==> src/rtl/tictactoe_pkg.sv <==
// Shared types and constants for the tic-tac-toe turn scheduler: FSM states,
// winner encodings, the eight winning line masks and small board helpers.
package tictactoe_pkg;

   localparam int CELL_COUNT = 9;

   typedef enum logic [1:0] {
      P1_TURN   = 2'd0,
      P2_TURN   = 2'd1,
      CHECK     = 2'd2,
      GAME_OVER = 2'd3
   } state_t;

   localparam logic [1:0] WINNER_NONE = 2'd0;
   localparam logic [1:0] WINNER_P1   = 2'd1;
   localparam logic [1:0] WINNER_P2   = 2'd2;
   localparam logic [1:0] WINNER_DRAW = 2'd3;

   localparam logic [CELL_COUNT-1:0] FULL_BOARD = 9'h1FF;

   // Rows, columns, then diagonals; bit i of a mask is cell i.
   localparam logic [7:0][CELL_COUNT-1:0] WIN_LINES = {
      9'h007, 9'h038, 9'h1C0,
      9'h049, 9'h092, 9'h124,
      9'h111, 9'h054
   };

   function automatic logic [3:0] lowest_free(input logic [CELL_COUNT-1:0] occ);
      logic [3:0] idx;
      idx = 4'd0;
      for (int i = CELL_COUNT - 1; i >= 0; i--)
         if (!occ[i]) idx = 4'(i);
      return idx;
   endfunction

   function automatic logic [CELL_COUNT-1:0] cell_mask(input logic [3:0] idx);
      logic [CELL_COUNT-1:0] m;
      m      = '0;
      m[idx] = 1'b1;
      return m;
   endfunction

endpackage

==> src/rtl/line_checker.sv <==
// Combinational win detector: asserts win when any of the eight winning
// lines is fully covered by the given player's cell vector.
module line_checker
   import tictactoe_pkg::*;
(
   input  logic [CELL_COUNT-1:0] vec,
   output logic                  win
);

   always_comb begin
      // NOTE: defaulting win before the loop keeps every path assigned, so no latch is inferred.
      win = 1'b0;
      for (int i = 0; i < 8; i++)
         if ((vec & WIN_LINES[i]) == WIN_LINES[i]) win = 1'b1;
   end

endmodule

==> src/rtl/turn_scheduler.sv <==
// Tic-tac-toe sequencer: edge-detects the buttons, owns the cursor and the two
// occupancy vectors, runs the per-turn timer with auto-move, and detects win/draw.
module turn_scheduler
   import tictactoe_pkg::*;
#(
   parameter int TICKS_PER_SEC = 25000000,
   parameter int TURN_SECONDS  = 15
)(
   input  logic                  clk,
   input  logic                  botonRST,
   input  logic                  botonContCasilla,
   input  logic                  botonSelect,
   output logic [3:0]            cursor,
   output logic [CELL_COUNT-1:0] cells_p1,
   output logic [CELL_COUNT-1:0] cells_p2,
   output logic                  turn,
   output logic [3:0]            seconds_left,
   output logic                  juegoTerminado,
   output logic [1:0]            winner
);

   localparam int              TW        = (TICKS_PER_SEC > 1) ? $clog2(TICKS_PER_SEC) : 1;
   localparam logic [TW-1:0]   TICK_MAX  = TW'(TICKS_PER_SEC - 1);
   localparam logic [3:0]      SECS_INIT = 4'(TURN_SECONDS);

   state_t                  state;
   logic [TW-1:0]           tick_cnt;
   logic                    next_prev, next_armed, sel_prev, sel_armed;
   logic                    next_pulse, sel_pulse;
   logic [CELL_COUNT-1:0]   occupied, mover_vec, place_mask;
   logic                    sel_free, tick_wrap, expire, win, do_place;
   logic [3:0]              auto_cell, place_cell;

   // A button held through reset stays disarmed until it is seen released.
   assign next_pulse = botonContCasilla & ~next_prev & next_armed;
   assign sel_pulse  = botonSelect & ~sel_prev & sel_armed;

   assign occupied   = cells_p1 | cells_p2;
   assign sel_free   = ~occupied[cursor];
   assign tick_wrap  = (tick_cnt == TICK_MAX);
   assign expire     = tick_wrap && (seconds_left == 4'd1);
   assign auto_cell  = lowest_free(occupied);
   assign do_place   = (sel_pulse && sel_free) || expire;
   assign place_cell = (sel_pulse && sel_free) ? cursor : auto_cell;
   assign place_mask = cell_mask(place_cell);
   assign mover_vec  = turn ? cells_p2 : cells_p1;

   line_checker u_line_checker (
      .vec (mover_vec),
      .win (win)
   );

   always_ff @(posedge clk or negedge botonRST) begin
      if (!botonRST) begin
         next_prev  <= 1'b0;
         next_armed <= 1'b0;
         sel_prev   <= 1'b0;
         sel_armed  <= 1'b0;
      end else begin
         // NOTE: sequential state uses non-blocking assignments so every register samples pre-edge values.
         next_prev  <= botonContCasilla;
         next_armed <= next_armed | ~botonContCasilla;
         sel_prev   <= botonSelect;
         sel_armed  <= sel_armed | ~botonSelect;
      end
   end

   always_ff @(posedge clk or negedge botonRST) begin
      if (!botonRST) begin
         state          <= P1_TURN;
         cursor         <= 4'd0;
         cells_p1       <= '0;
         cells_p2       <= '0;
         turn           <= 1'b0;
         seconds_left   <= SECS_INIT;
         juegoTerminado <= 1'b0;
         winner         <= WINNER_NONE;
         tick_cnt       <= '0;
      end else begin
         case (state)
            P1_TURN, P2_TURN: begin
               if (do_place) begin
                  if (turn) cells_p2 <= cells_p2 | place_mask;
                  else      cells_p1 <= cells_p1 | place_mask;
                  cursor <= place_cell;
                  state  <= CHECK;
               end else begin
                  if (tick_wrap) begin
                     tick_cnt     <= '0;
                     seconds_left <= seconds_left - 4'd1;
                  end else begin
                     tick_cnt <= tick_cnt + TW'(1);
                  end
                  // Select outranks next even when the select itself is ignored.
                  if (next_pulse && !sel_pulse)
                     cursor <= (cursor == 4'd8) ? 4'd0 : cursor + 4'd1;
               end
            end
            CHECK: begin
               tick_cnt <= '0;
               if (win) begin
                  winner         <= turn ? WINNER_P2 : WINNER_P1;
                  juegoTerminado <= 1'b1;
                  state          <= GAME_OVER;
               end else if (occupied == FULL_BOARD) begin
                  winner         <= WINNER_DRAW;
                  juegoTerminado <= 1'b1;
                  state          <= GAME_OVER;
               end else begin
                  turn         <= ~turn;
                  seconds_left <= SECS_INIT;
                  state        <= turn ? P1_TURN : P2_TURN;
               end
            end
            GAME_OVER: begin
               if (sel_pulse) begin
                  cells_p1       <= '0;
                  cells_p2       <= '0;
                  cursor         <= 4'd0;
                  turn           <= 1'b0;
                  winner         <= WINNER_NONE;
                  juegoTerminado <= 1'b0;
                  seconds_left   <= SECS_INIT;
                  tick_cnt       <= '0;
                  state          <= P1_TURN;
               end
            end
            default: state <= P1_TURN;
         endcase
      end
   end

endmodule

==> config.mk <==
export PLATFORM = sky130hd
export DESIGN_NAME = turn_scheduler
export DESIGN_NICKNAME = d
export VERILOG_FILES = /design/src/rtl/tictactoe_pkg.sv /design/src/rtl/line_checker.sv /design/src/rtl/turn_scheduler.sv
export SDC_FILE = /design/constraint.sdc
export NUM_CORES = 1
export LEC_CHECK = 0
export CAP_MARGIN = 25
export CORE_MARGIN = 3
export CORE_UTILIZATION = 40
export DETAILED_ROUTE_END_ITERATION = 6
export GPL_TIMING_DRIVEN = 0
export SLEW_MARGIN = 30
export SYNTH_ARGS = -nofsm -noshare
export SYNTH_HDL_FRONTEND = slang
export SYNTH_SLANG_ARGS = --single-unit
==> constraint.sdc <==
create_clock -name clk -period 4.9 [get_ports clk]
set_input_delay 1.225 -clock clk [delete_from_list [all_inputs] [get_ports clk]]
set_output_delay 1.225 -clock clk [all_outputs]
set_load 0.02 [all_outputs]
# Word-level counts from Yosys, hierarchy flattened
# Index checks and enable logic that the tools add are counted.
# W data, S select, Z words.
[op_classes]
mux = 62
n_lt_le_gt_ge = 3
bitwise_logic = 15
add_sub_neg = 3
n_eq_ne = 25
n_reduce_logical = 18
[op_table]
columns = ["op", "count"]
rows = [
  ["$mux W4", 19],
  ["$mux W25", 3],
  ["$pmux W25 S3", 1],
  ["$mux W9", 6],
  ["$pmux W9 S2", 2],
  ["$or A9 B9 Y9", 3],
  ["$add A25 B1 Y25 const B", 1],
  ["$eq A25 B25 Y1 const B", 1],
  ["$eq A3 B3 Y1 const B", 8],
  ["$mux W1", 16],
  ["$ne A2 B2 Y1 const B", 8],
  ["$mux W2", 7],
  ["$pmux W4 S3", 1],
  ["$reduce_and A4 Y1", 3],
  ["$lt A4 B5 Y1 const B", 2],
  ["$eq A9 B9 Y1 const B", 1],
  ["$pmux W4 S2", 1],
  ["$not A1 Y1", 6],
  ["$pmux W2 S3", 1],
  ["$reduce_and A3 Y1", 2],
  ["$reduce_and A5 Y1", 1],
  ["$add A4 B1 Y4 const B", 1],
  ["$and A1 B1 Y1", 4],
  ["$bmux W1 S4", 1],
  ["19 further kinds", 27],
]
[totals]
regBits = 61
out_inout_bits = 30

# Logic depth before layout (Yosys ltp)
# Gate-level depths: netlist of the first run.
[depth]
depth_word = 19
depth_mapped = 11
depth_no_buf = 9

# Hierarchy
# From an unflattened synthesis of the first run, not the netlist that was laid out.
[hier_totals]
cells_unflattened = 412
hier_area_um2 = 4021.4
[modules_own_cells]
columns = ["module", "n_inst", "area_per_inst_um2", "cells_per_inst", "seq_area_each_um2"]
rows = [
  ["turn_scheduler", 1, 3966.3, 404, 1531.5],
  ["line_checker", 1, 55.1, 8, 0.0],
]

# Worst setup path before layout of the first run
# Ideal clock, no wire load.
[synth_path]
path_kind = "input-to-reg"
from = "in botonSelect"
to = "reg cells_p2[2]"
n_path_buf = 1
slack_ps = 2095
arrival_time_ps = 2739
stages = 7
path_cell_list = "nand3b_1 a21o_1 buf_2 nor2_4 mux2i_1 nor3b_1 a22o_1"
[synth_via]
elab_chain_len = 12
[synth_rtl]
columns = ["item", "line_no", "rtl"]
rows = [
  ["start, declared", "turn_scheduler.sv:12", "input logic botonSelect,"],
  ["$and A1 B1 Y1 * (2 in a row)", "turn_scheduler.sv:36", "assign sel_pulse = botonSelect & ~sel_prev & sel_armed;"],
  ["$logic_and A1 B1 Y1", "turn_scheduler.sv:43, turn_scheduler.sv:44", ""],
  ["$mux W4", "turn_scheduler.sv:44", "assign place_cell = (sel_pulse && sel_free) ? cursor : auto_cell;"],
  ["$lt A4 B5 Y1 (not written as such) / $ge A4 B1 Y1 (equally long branches)", "tictactoe_pkg.sv:39", "m[idx] = 1'b1;"],
  ["$logic_and A1 B1 Y1 (not written as such)", "tictactoe_pkg.sv:39", ""],
  ["$mux W1 (not written as such)", "tictactoe_pkg.sv:39", ""],
  ["$demux W1 S4", "tictactoe_pkg.sv:39", ""],
  ["$or A9 B9 Y9", "turn_scheduler.sv:83", "if (turn) cells_p2 <= cells_p2 | place_mask;"],
  ["$mux W9", "turn_scheduler.sv:83", ""],
  ["$mux W9", "turn_scheduler.sv:82", "if (do_place) begin"],
  ["$pmux W9 S2", "turn_scheduler.sv:80", "case (state)"],
  ["end signal, assigned", "turn_scheduler.sv:83", ""],
  ["end, declared", "turn_scheduler.sv:15", "output logic [CELL_COUNT-1:0] cells_p2,"],
]
# Mark *: on every way between the ends. The rest lies on a longest branch, timed or not. The select of a mux whose other input is x is not followed.
# A chain may end at the register's enable or synchronous reset.

# Final worst setup path of the first run
[layout_path]
from = "in botonSelect"
to = "reg cells_p2[1]"
# The elaborated chain is that of the path after synthesis.

==> results of run 1 <==
## cell usage after synthesis, types with 3 or more instances
cell,count
dfrtp_1,57
nor2_1,45
nand2_1,33
a21oi_1,29
a22o_1,24
o21ai_0,23
nor3_1,19
inv_1,11
nand3_1,11
and3_1,10
clkbuf_1,10
nor4_1,8
o31ai_1,8
xnor2_1,8
or4_1,7
or2_2,6
ha_1,5
nand2b_1,5
nand4_1,5
dfstp_2,4
nor2b_1,4
o22ai_1,4
a22oi_1,3
mux2i_1,3
nand3b_1,3
nor3b_1,3
nor4b_1,3
o221ai_1,3
or3_1,3
## critical path: cells and delay by family
kind	cells	cell delay [ns]
multiplexers	1	0.47
AND/OR/NAND/NOR	3	0.96
AO/OA/AOI/OAI	2	0.43
buffers and inverters	2	0.68
## cell families after synthesis
group,count (synthesis)
AO/OA/AOI/OAI,117
XOR/XNOR,8
adder cells (fa/ha/maj),5
buffers and inverters,27
flip-flops,61
multiplexers,5
AND/OR/NAND/NOR,179
## metrics by stage
| stage | cell area [µm²] | hold slack, ns | util (%) |
|---|---|---|---|
| global placement | 4105 | 0.4494 | 46.84 |
| CTS | 4338 | 0.4726 | 49.50 |
| global route | 4343 | 0.4905 | 49.56 |
| floorplan | 3640 | 0.4349 | - |
| detailed placement | 4123 | 0.4528 | 47.04 |
| finish | 4343 | 0.4662 | 49.56 |
## per-layer routing
layer	GRT usage [%]	part of all wire, %	vias up
li1	-	-	1598
met1	30.19	49	1634
met2	28.27	44	112
met3	3.306	5.6	11
met4	6.237	1.2	0
met5	0	0	-
## layout make-up
class	count	area share, %
plain buffers	15	1.786
clock buffers	10	2.939
clock inverters	6	2.017
inverters	12	1.037
multi-input cells	314	45.84
flip-flops and latches	61	35.26
well taps	108	3.112
repair buffers	34	8.009
## registers in the layout, summed over array words and instances, names as in the netlist
name	count
cursor	4
sel_armed	1
turn	1
juegoTerminado	1
sel_prev	1
winner	2
tick_cnt	25
next_prev	1
next_armed	1
seconds_left	4
cells_p1	9
cells_p2	9
state	2
## path summary, 6_finish.rpt
path                                        end  slack, ns
worst max-delay path                cells_p2[1]       1.41
worst min-delay path                 next_armed       0.47
worst max register to register      cells_p1[5]       1.67
worst min register to register       next_armed       0.47
max in group asynchronous       seconds_left[1]       3.58
min in group asynchronous             winner[1]       0.78
## power groups by stage
stage                     sequential [mW]  combinational, mW  clock [mW]
after floorplan                     0.818              0.745           0
after global placement              0.759               1.20           0
after detailed placement            0.762               1.22           0
after CTS                           0.753               1.23       0.504
after global routing                0.775               1.35       0.527
final                               0.755               1.23       0.495
==> results.sh, run 1 <==
export IMPL_status="completed"
export IMPL_p_per_area_mw_per_mm2=570.9
export IMPL_switchingPower_mw=1.091
export IMPL_timing_critical_path_cells="clkdlybuf4s50_1, nand3b_1, a21o_1, buf_2, nor2_4, mux2i_1, nor3b_1, a22o_1"
export IMPL_grt_pass1_wl_um=16170
export IMPL_ys_seq_elements=61
export IMPL_crit_start="botonSelect"
export IMPL_yosysTopAreaCellShare_pct=39.19
export IMPL_switching_share_pct=44.02
export IMPL_cts_hold_buffers=0
export IMPL_stdcell_count=560
export IMPL_post_cts_setup_buffers=0
export IMPL_viasPerCell=5.991
export IMPL_synthSimpleGateAreaFrac_pct=26.47
export IMPL_syn_area_per_cell_um2=9.054
export IMPL_worstPathArrival_ns=3.77
export IMPL_wl_um=9709
export IMPL_synth_top_family_by_area="simple AND/OR/NAND/NOR gates"
export IMPL_finalPower_mw=2.479
export IMPL_layout_commonest_cell="dfrtp_1"
export IMPL_synthCells=402
export IMPL_grtUsageTotal_pct=19.75
export IMPL_cp_start_kind="primary input"
export IMPL_power_frac_seq_pct=30.5
export IMPL_clock_root_buffer="clkbuf_8"
export IMPL_clkLatencyLatePin_ns=0.34
export IMPL_n_antenna_cell=0
export IMPL_drc=0
export IMPL_yosys_area_share_xor_xnor_pct=1.925
export IMPL_syn2layout_area_growth_pct=19.32
export IMPL_nNetsFinal=456
export IMPL_grt_overflow_total=0
export IMPL_p_int_mw=1.388
export IMPL_r2r_cells=8
export IMPL_layout_setup_ws_ns=1.412
export IMPL_setup_violations=0
export IMPL_clkPwrFrac_pct=19.9
export IMPL_clock_fmax_mhz=286.7
export IMPL_synth_warnings=0
export IMPL_grt_start_max_net_pins=39
export IMPL_initial_utilization_pct=41.53
export IMPL_seq_area_mm2=0.001531
export IMPL_slowest_delay_ns=0.50
export IMPL_drive_gt1_share_pct=10.40
export IMPL_grt_pass1_vias=3073
export IMPL_cts_buffers=9
export IMPL_setup_tns_final_ns=0
export IMPL_min_period_ns=3.488
export IMPL_yosys_area_top_type="dfrtp_1"
export IMPL_post_drt_wl_per_cell_um=17.34
export IMPL_drv_cap=0
export IMPL_min_path_cells=1
export IMPL_critPathRequiredTime_ns=5.18
export IMPL_mostFrequentLayoutCells="57 x dfrtp_1, 45 x nor2_1, 33 x nand2_1, 32 x clkdlybuf4s50_1, 29 x a21oi_1"
export IMPL_relSlewSlack_pct=51.01
export IMPL_grt_setup_unrepaired="no"
export IMPL_tightest_slew_ns=0.7288
export IMPL_finalHoldViolations=0
export IMPL_die_area_mm2=0.01028
export IMPL_firstDrtPassIters=5
export IMPL_io_buffers=33
export IMPL_ant_nets=0
export IMPL_async_reset_ff_share_pct=100.0
export IMPL_synth_area_top_cells="dfrtp_1 39%, a22o_1 5.8%, nor2_1 4.6%"
export IMPL_drtIter0Drc=211
export IMPL_placedCellCount=544
export IMPL_hp_class="reg -> reg"
export IMPL_htree_levels=3
export IMPL_clock_skew_final_ns=0.01173
export IMPL_multi_input_area_mm2=0.001991
export IMPL_hold_start="next_armed"
export IMPL_dieWidth_um=101.4
export IMPL_synth_nets=411
export IMPL_fp_dieH_um=101.4
export IMPL_routabilityCongestion=0.8323
export IMPL_synth_fa_ha_area_share_pct=1.719
export IMPL_hpwl_um=7123
export IMPL_irDropWorstVdd_uv=216.7
export IMPL_synthFlopType="dfrtp_1"
export IMPL_vias=3355
export IMPL_period_share_pct=71.18
export IMPL_n_fill_cell=833
export IMPL_cts_resized=0
export IMPL_crit_type="in -> reg"
export IMPL_antenna_found_initial=0
export IMPL_crit_path_end_kind="register"
export IMPL_synthMuxAreaShare_pct=1.753
export IMPL_dp_slack_ns=1.011
export IMPL_p_leak_nw=1.722
export IMPL_pwr_share_comb_pct=49.6
export IMPL_numClockSinks=61
export IMPL_critPathMaxFanout=9
export IMPL_num_io_pins=34
export IMPL_clk_pin_slew_ns=0.08
export IMPL_maxSlewViolCount=0
export IMPL_timing_rr_start="seconds_left[0]"
export IMPL_synth_edff_count=0
export IMPL_cts_tree="done"
export IMPL_synth_seq_area_share_pct=42.08
export IMPL_fp_row_count=34
export IMPL_synth_compound_area_share_pct=22.69
export IMPL_core_mm2=0.008763
export IMPL_ys_types=64
export IMPL_cts_buffer_depth=2
export IMPL_critPathSlowestCell="clkdlybuf4s50_1"
export IMPL_synth_cell_area_mm2=0.003640
Note: power is estimated with default switching activity, not from simulation.
==> inputs of run 2 (changes only) <==
clock period = 3 ns   (was 4.9 ns; I/O delays follow)
==> results.sh, run 2 (synthesis gave the netlist of run 1 again) <==
export IMPL_status="completed"
export IMPL_n_fill_cell=826
export IMPL_cts_tree="done"
export IMPL_setup_violations=0
export IMPL_post_drt_wl_per_cell_um=17.42
export IMPL_routabilityCongestion=0.8323
export IMPL_clock_fmax_mhz=348.8
export IMPL_die_area_mm2=0.01028
export IMPL_relSlewSlack_pct=57.90
export IMPL_largest_registers="tick_cnt (25), cells_p1 (9), cells_p2 (9)"
export IMPL_cts_hold_buffers=0
export IMPL_cts_buffer_depth=2
export IMPL_viasPerCell=5.940
export IMPL_p_per_area_mw_per_mm2=932.6
export IMPL_r2r_cells=10
export IMPL_timing_critical_path_cells="clkdlybuf4s50_1, nand3b_1, a21o_1, buf_2, nor2_4, mux2i_2, nor3b_2, a22o_1"
export IMPL_slowest_delay_ns=0.50
export IMPL_cts_buffers=9
export IMPL_critPathMaxFanout=9
export IMPL_gr_usage_met2_pct=28.52
export IMPL_drv_cap=0
export IMPL_clkLatencyLatePin_ns=0.35
export IMPL_fp_row_count=34
export IMPL_regMostFlops="tick_cnt"
export IMPL_hp_class="in -> async"
export IMPL_rr_endpoint="tick_cnt[6]"
export IMPL_grt_start_max_net_pins=39
export IMPL_placedCellCount=544
export IMPL_syn2layout_area_growth_pct=20.63
export IMPL_wl_um=9792
export IMPL_hpwl_um=7123
export IMPL_r2r_setup_slack_ns=0.16
export IMPL_critPathRequiredTime_ns=3.28
export IMPL_busiest_layer="met1"
export IMPL_p_leak_nw=1.752
export IMPL_drc=0
export IMPL_timing_rr_start="seconds_left[0]"
export IMPL_min_period_ns=2.867
export IMPL_grtUsageTotal_pct=19.73
export IMPL_stdcell_count=562
export IMPL_initial_utilization_pct=41.53
export IMPL_grt_pass1_wl_um=16160
export IMPL_tightest_slew_ns=0.6280
export IMPL_numClockSinks=61
export IMPL_critPathSlowestCell="clkdlybuf4s50_1"
export IMPL_num_io_pins=34
export IMPL_drtIter0Drc=192
export IMPL_drive_gt1_share_pct=11.89
export IMPL_grt_overflow_total=0
export IMPL_antenna_found_initial=0
export IMPL_clock_skew_final_ns=0.01440
export IMPL_largest_register_ffs=25
export IMPL_grt_util_met3_pct=3.237
export IMPL_io_buffers=33
export IMPL_irDropWorstVdd_uv=354.5
export IMPL_core_mm2=0.008763
export IMPL_clk_pin_slew_ns=0.07
export IMPL_worstPathArrival_ns=3.14
export IMPL_vias=3338
export IMPL_fp_dieH_um=101.4
export IMPL_period_share_pct=95.58
export IMPL_layout_commonest_cell="dfrtp_1"
export IMPL_grt_pass1_vias=3076
export IMPL_fin_area_mm2=0.004390
export IMPL_cp_start_kind="primary input"
export IMPL_crit_path_end_kind="register"
export IMPL_nNetsFinal=458
export IMPL_finalHoldViolations=0
export IMPL_maxSlewViolCount=0
export IMPL_mostFrequentLayoutCells="57 x dfrtp_1, 45 x nor2_1, 33 x nand2_1, 32 x clkdlybuf4s50_1, 29 x a21oi_1"
export IMPL_crit_type="in -> reg"
export IMPL_finalPower_mw=4.094
export IMPL_n_antenna_cell=0
export IMPL_htree_levels=3
export IMPL_clock_root_buffer="clkbuf_8"
export IMPL_setup_tns_final_ns=0
export IMPL_ant_nets=0
export IMPL_dieWidth_um=101.4
export IMPL_met1_usage_pct=29.97
export IMPL_firstDrtPassIters=5
export IMPL_placed_area_mm2=0.004123
-- run 2: report_power, final --
group	total [mW]	internal, mW	switching (mW)
Clock	0.812	0.466	0.346
Sequential	1.23	1.00	0.232
Combinational	2.05	0.817	1.23
Total	4.09	2.29	1.81
-- run 2: stage by stage --
step	utilization, %	hold WS, ns	setup slack [ns]
2_1_floorplan	-	0.4349	0.4651
3_3_place_gp	46.84	0.4494	-0.8500
3_5_place_dp	47.04	0.4528	-0.4139
4_1_cts	49.77	0.3070	0.006044
5_1_grt	50.10	0.3253	-0.006293
6_report	50.10	0.3040	0.1327
-- run 2: worst max path at each step --
stage | from | end | slack [ns]
floorplan | seconds_left[0] | tick_cnt[6] | 0.47
global placement | botonRST | cursor[0] | -0.85
finish | botonSelect | cells_p1[0] | 0.13
global route | seconds_left[0] | tick_cnt[6] | -0.006
CTS | botonSelect | tick_cnt[21] | 0.006
detailed placement | botonSelect | tick_cnt[21] | -0.41
-- run 2: worst max-delay path, delay by kind of cell --
kind / cells / cell delay, ns
buf+inv: 2 / 0.68
mux: 1 / 0.43
simple gates: 3 / 0.87
compound gates: 2 / 0.41
-- run 2: layout make-up --
type                       instances  area [µm²]  area share, %
inverter                          12       45.04          1.026
sequential                        61        1531          34.88
buffer                            15       77.57          1.767
clock inverter                     6       87.58          1.995
multi-input combinational        314        2023          46.08
tap                              108       135.1          3.078
clock buffer                      10       127.6          2.907
timing repair buffer              36       362.8          8.264
-- run 2: what timing repair did --
| item | 4_1_cts | 5_1_grt |
|---|---|---|
| buffers inserted | 0 | 2 |
| pin swaps | 0 | 1 |
| gates resized for setup | 4 | 2 |
| endpoints found under the setup margin | 25 | 21 |
-- run 2: routing by layer --
layer,part of all wire (%),up-vias
met3,5.0,11
li1,-,1607
met5,0,-
met1,50,1627
met2,44,93
met4,1.1,0
==> inputs of run 3 (changes only) <==
PLACE_DENSITY = 0.59   (was unset)
==> results.sh, run 3 (synthesis gave the netlist of run 1 again) <==
export IMPL_status="completed"
export IMPL_largest_registers="tick_cnt (25), cells_p1 (9), cells_p2 (9)"
export IMPL_regMostFlops="tick_cnt"
export IMPL_numClockSinks=61
export IMPL_timing_rr_start="seconds_left[0]"
export IMPL_hp_class="in -> async"
export IMPL_n_antenna_cell=0
export IMPL_cts_buffer_depth=2
export IMPL_antenna_found_initial=0
export IMPL_critPathSlowestCell="clkdlybuf4s50_1"
export IMPL_wl_um=9641
export IMPL_cp_start_kind="primary input"
export IMPL_fp_row_count=34
export IMPL_grt_setup_unrepaired="no"
export IMPL_drv_cap=0
export IMPL_slowest_delay_ns=0.45
export IMPL_grt_pass1_wl_um=15890
export IMPL_p_per_area_mw_per_mm2=918.0
export IMPL_placedCellCount=544
export IMPL_cts_buffers=9
export IMPL_cts_tree="done"
export IMPL_initial_utilization_pct=41.53
export IMPL_hpwl_um=7018
export IMPL_drc=0
export IMPL_core_mm2=0.008763
export IMPL_irDropWorstVdd_uv=333.4
export IMPL_critPathMaxFanout=8
export IMPL_grt_overflow_total=0
export IMPL_die_area_mm2=0.01028
export IMPL_ant_nets=0
export IMPL_r2r_cells=10
export IMPL_clock_fmax_mhz=352.8
export IMPL_crit_path_end_kind="register"
export IMPL_relSlewSlack_pct=56.62
export IMPL_post_drt_wl_per_cell_um=17.22
export IMPL_drive_gt1_share_pct=11.06
export IMPL_mostFrequentLayoutCells="57 x dfrtp_1, 45 x nor2_1, 33 x nand2_1, 32 x clkdlybuf4s50_1, 29 x a21oi_1"
export IMPL_min_period_ns=2.835
export IMPL_grtUsageTotal_pct=19.45
export IMPL_routabilityCongestion=0.8615
export IMPL_timing_critical_path_cells="clkdlybuf4s50_1, nand3b_1, a21o_1, buf_2, a2bb2oi_1, o21ai_0, nor3_1, a22o_1"
export IMPL_num_io_pins=34
export IMPL_layout_commonest_cell="dfrtp_1"
export IMPL_finalHoldViolations=0
export IMPL_worstPathArrival_ns=3.11
export IMPL_clkLatencyLatePin_ns=0.35
export IMPL_io_buffers=33
export IMPL_critPathRequiredTime_ns=3.28
export IMPL_nNetsFinal=456
export IMPL_dieWidth_um=101.4
export IMPL_drtIter0Drc=189
export IMPL_setup_violations=0
export IMPL_largest_register_ffs=25
export IMPL_firstDrtPassIters=5
export IMPL_rr_endpoint="tick_cnt[6]"
export IMPL_maxSlewViolCount=0
export IMPL_htree_levels=3
export IMPL_cts_hold_buffers=0
export IMPL_n_fill_cell=864
export IMPL_stdcell_count=560
export IMPL_setup_tns_final_ns=0
export IMPL_period_share_pct=94.49
export IMPL_syn2layout_area_growth_pct=19.87
export IMPL_grt_pass1_vias=3060
export IMPL_fp_dieH_um=101.4
export IMPL_clock_skew_final_ns=0.01168
export IMPL_path_buf_inv=2
export IMPL_grt_start_max_net_pins=39
export IMPL_r2r_setup_slack_ns=0.19
export IMPL_crit_type="in -> reg"
export IMPL_p_leak_nw=1.741
export IMPL_tightest_slew_ns=0.6472
export IMPL_clk_pin_slew_ns=0.07
export IMPL_crit_family="compound AO/OA/AOI/OAI gates"
export IMPL_vias=3338
export IMPL_clock_root_buffer="clkbuf_8"
export IMPL_viasPerCell=5.961
## run 3: worst reg2reg max path: stages (launching register included)
cell     delay (ns)
dfstp_2        0.56
ha_1           0.14
nor3b_2        0.27
inv_1          0.15
nor4_4         0.51
o21ba_4        0.26
a21oi_4        0.29
buf_6          0.20
buf_6          0.15
o21ai_0        0.08
a21oi_1        0.13
## run 3: final cells by class
class	instances	area, µm²	share of cell area, %
multi-input combinational	314	2033	46.60
sequential	61	1531	35.10
timing repair buffer	34	347.8	7.972
clock buffer	12	145.1	3.327
tap	108	135.1	3.097
buffer	15	77.57	1.778
clock inverter	4	47.55	1.090
inverter	12	45.04	1.032
## run 3: worst max path at each step
| stage | startpoint | slack (ns) | endpoint | cells past startpoint |
|---|---|---|---|---|
| 2_1_floorplan | seconds_left[0] | 0.47 | tick_cnt[6] | 10 |
| 3_3_place_gp | botonRST | -0.87 | next_armed | 1 |
| 3_5_place_dp | botonSelect | -0.35 | cells_p2[3] | 8 |
| 4_1_cts | botonSelect | 0.03 | tick_cnt[21] | 8 |
| 5_1_grt | botonSelect | 0.0003 | cells_p2[6] | 8 |
| 6_report | botonSelect | 0.17 | cells_p2[6] | 8 |
## run 3: routing by layer
layer	GRT usage, %	routed length [µm]
met1	30.00	4790
met3	3.857	594
met2	27.57	4131
met5	0	0
met4	5.215	125
## run 3: where the power goes
group          switching, mW  internal (mW)  total [mW]
Sequential             0.230           1.00        1.23
Clock                  0.338          0.404       0.742
Combinational           1.22          0.812        2.03
Total                   1.79           2.22        4.01
## run 3: stage by stage
step	setup slack, ns	cell area, µm²	utilization (%)	power (mW)	hold WS [ns]
final	0.1654	4363	49.79	4.005	0.3082
after global routing	0.0002929	4363	49.79	4.288	0.3262
after CTS	0.02578	4334	49.46	3.978	0.3162
after detailed placement	-0.3482	4123	47.04	3.229	0.4528
after global placement	-0.8685	4105	46.84	3.212	0.4499
after floorplan	0.4651	3640	-	2.553	0.4349
## run 3: timing repair
action	CTS	global route
setup endpoints to repair	15	32
gates cloned	0	0
pin swaps	0	0
resized for setup	3	4
buffers inserted	0	0
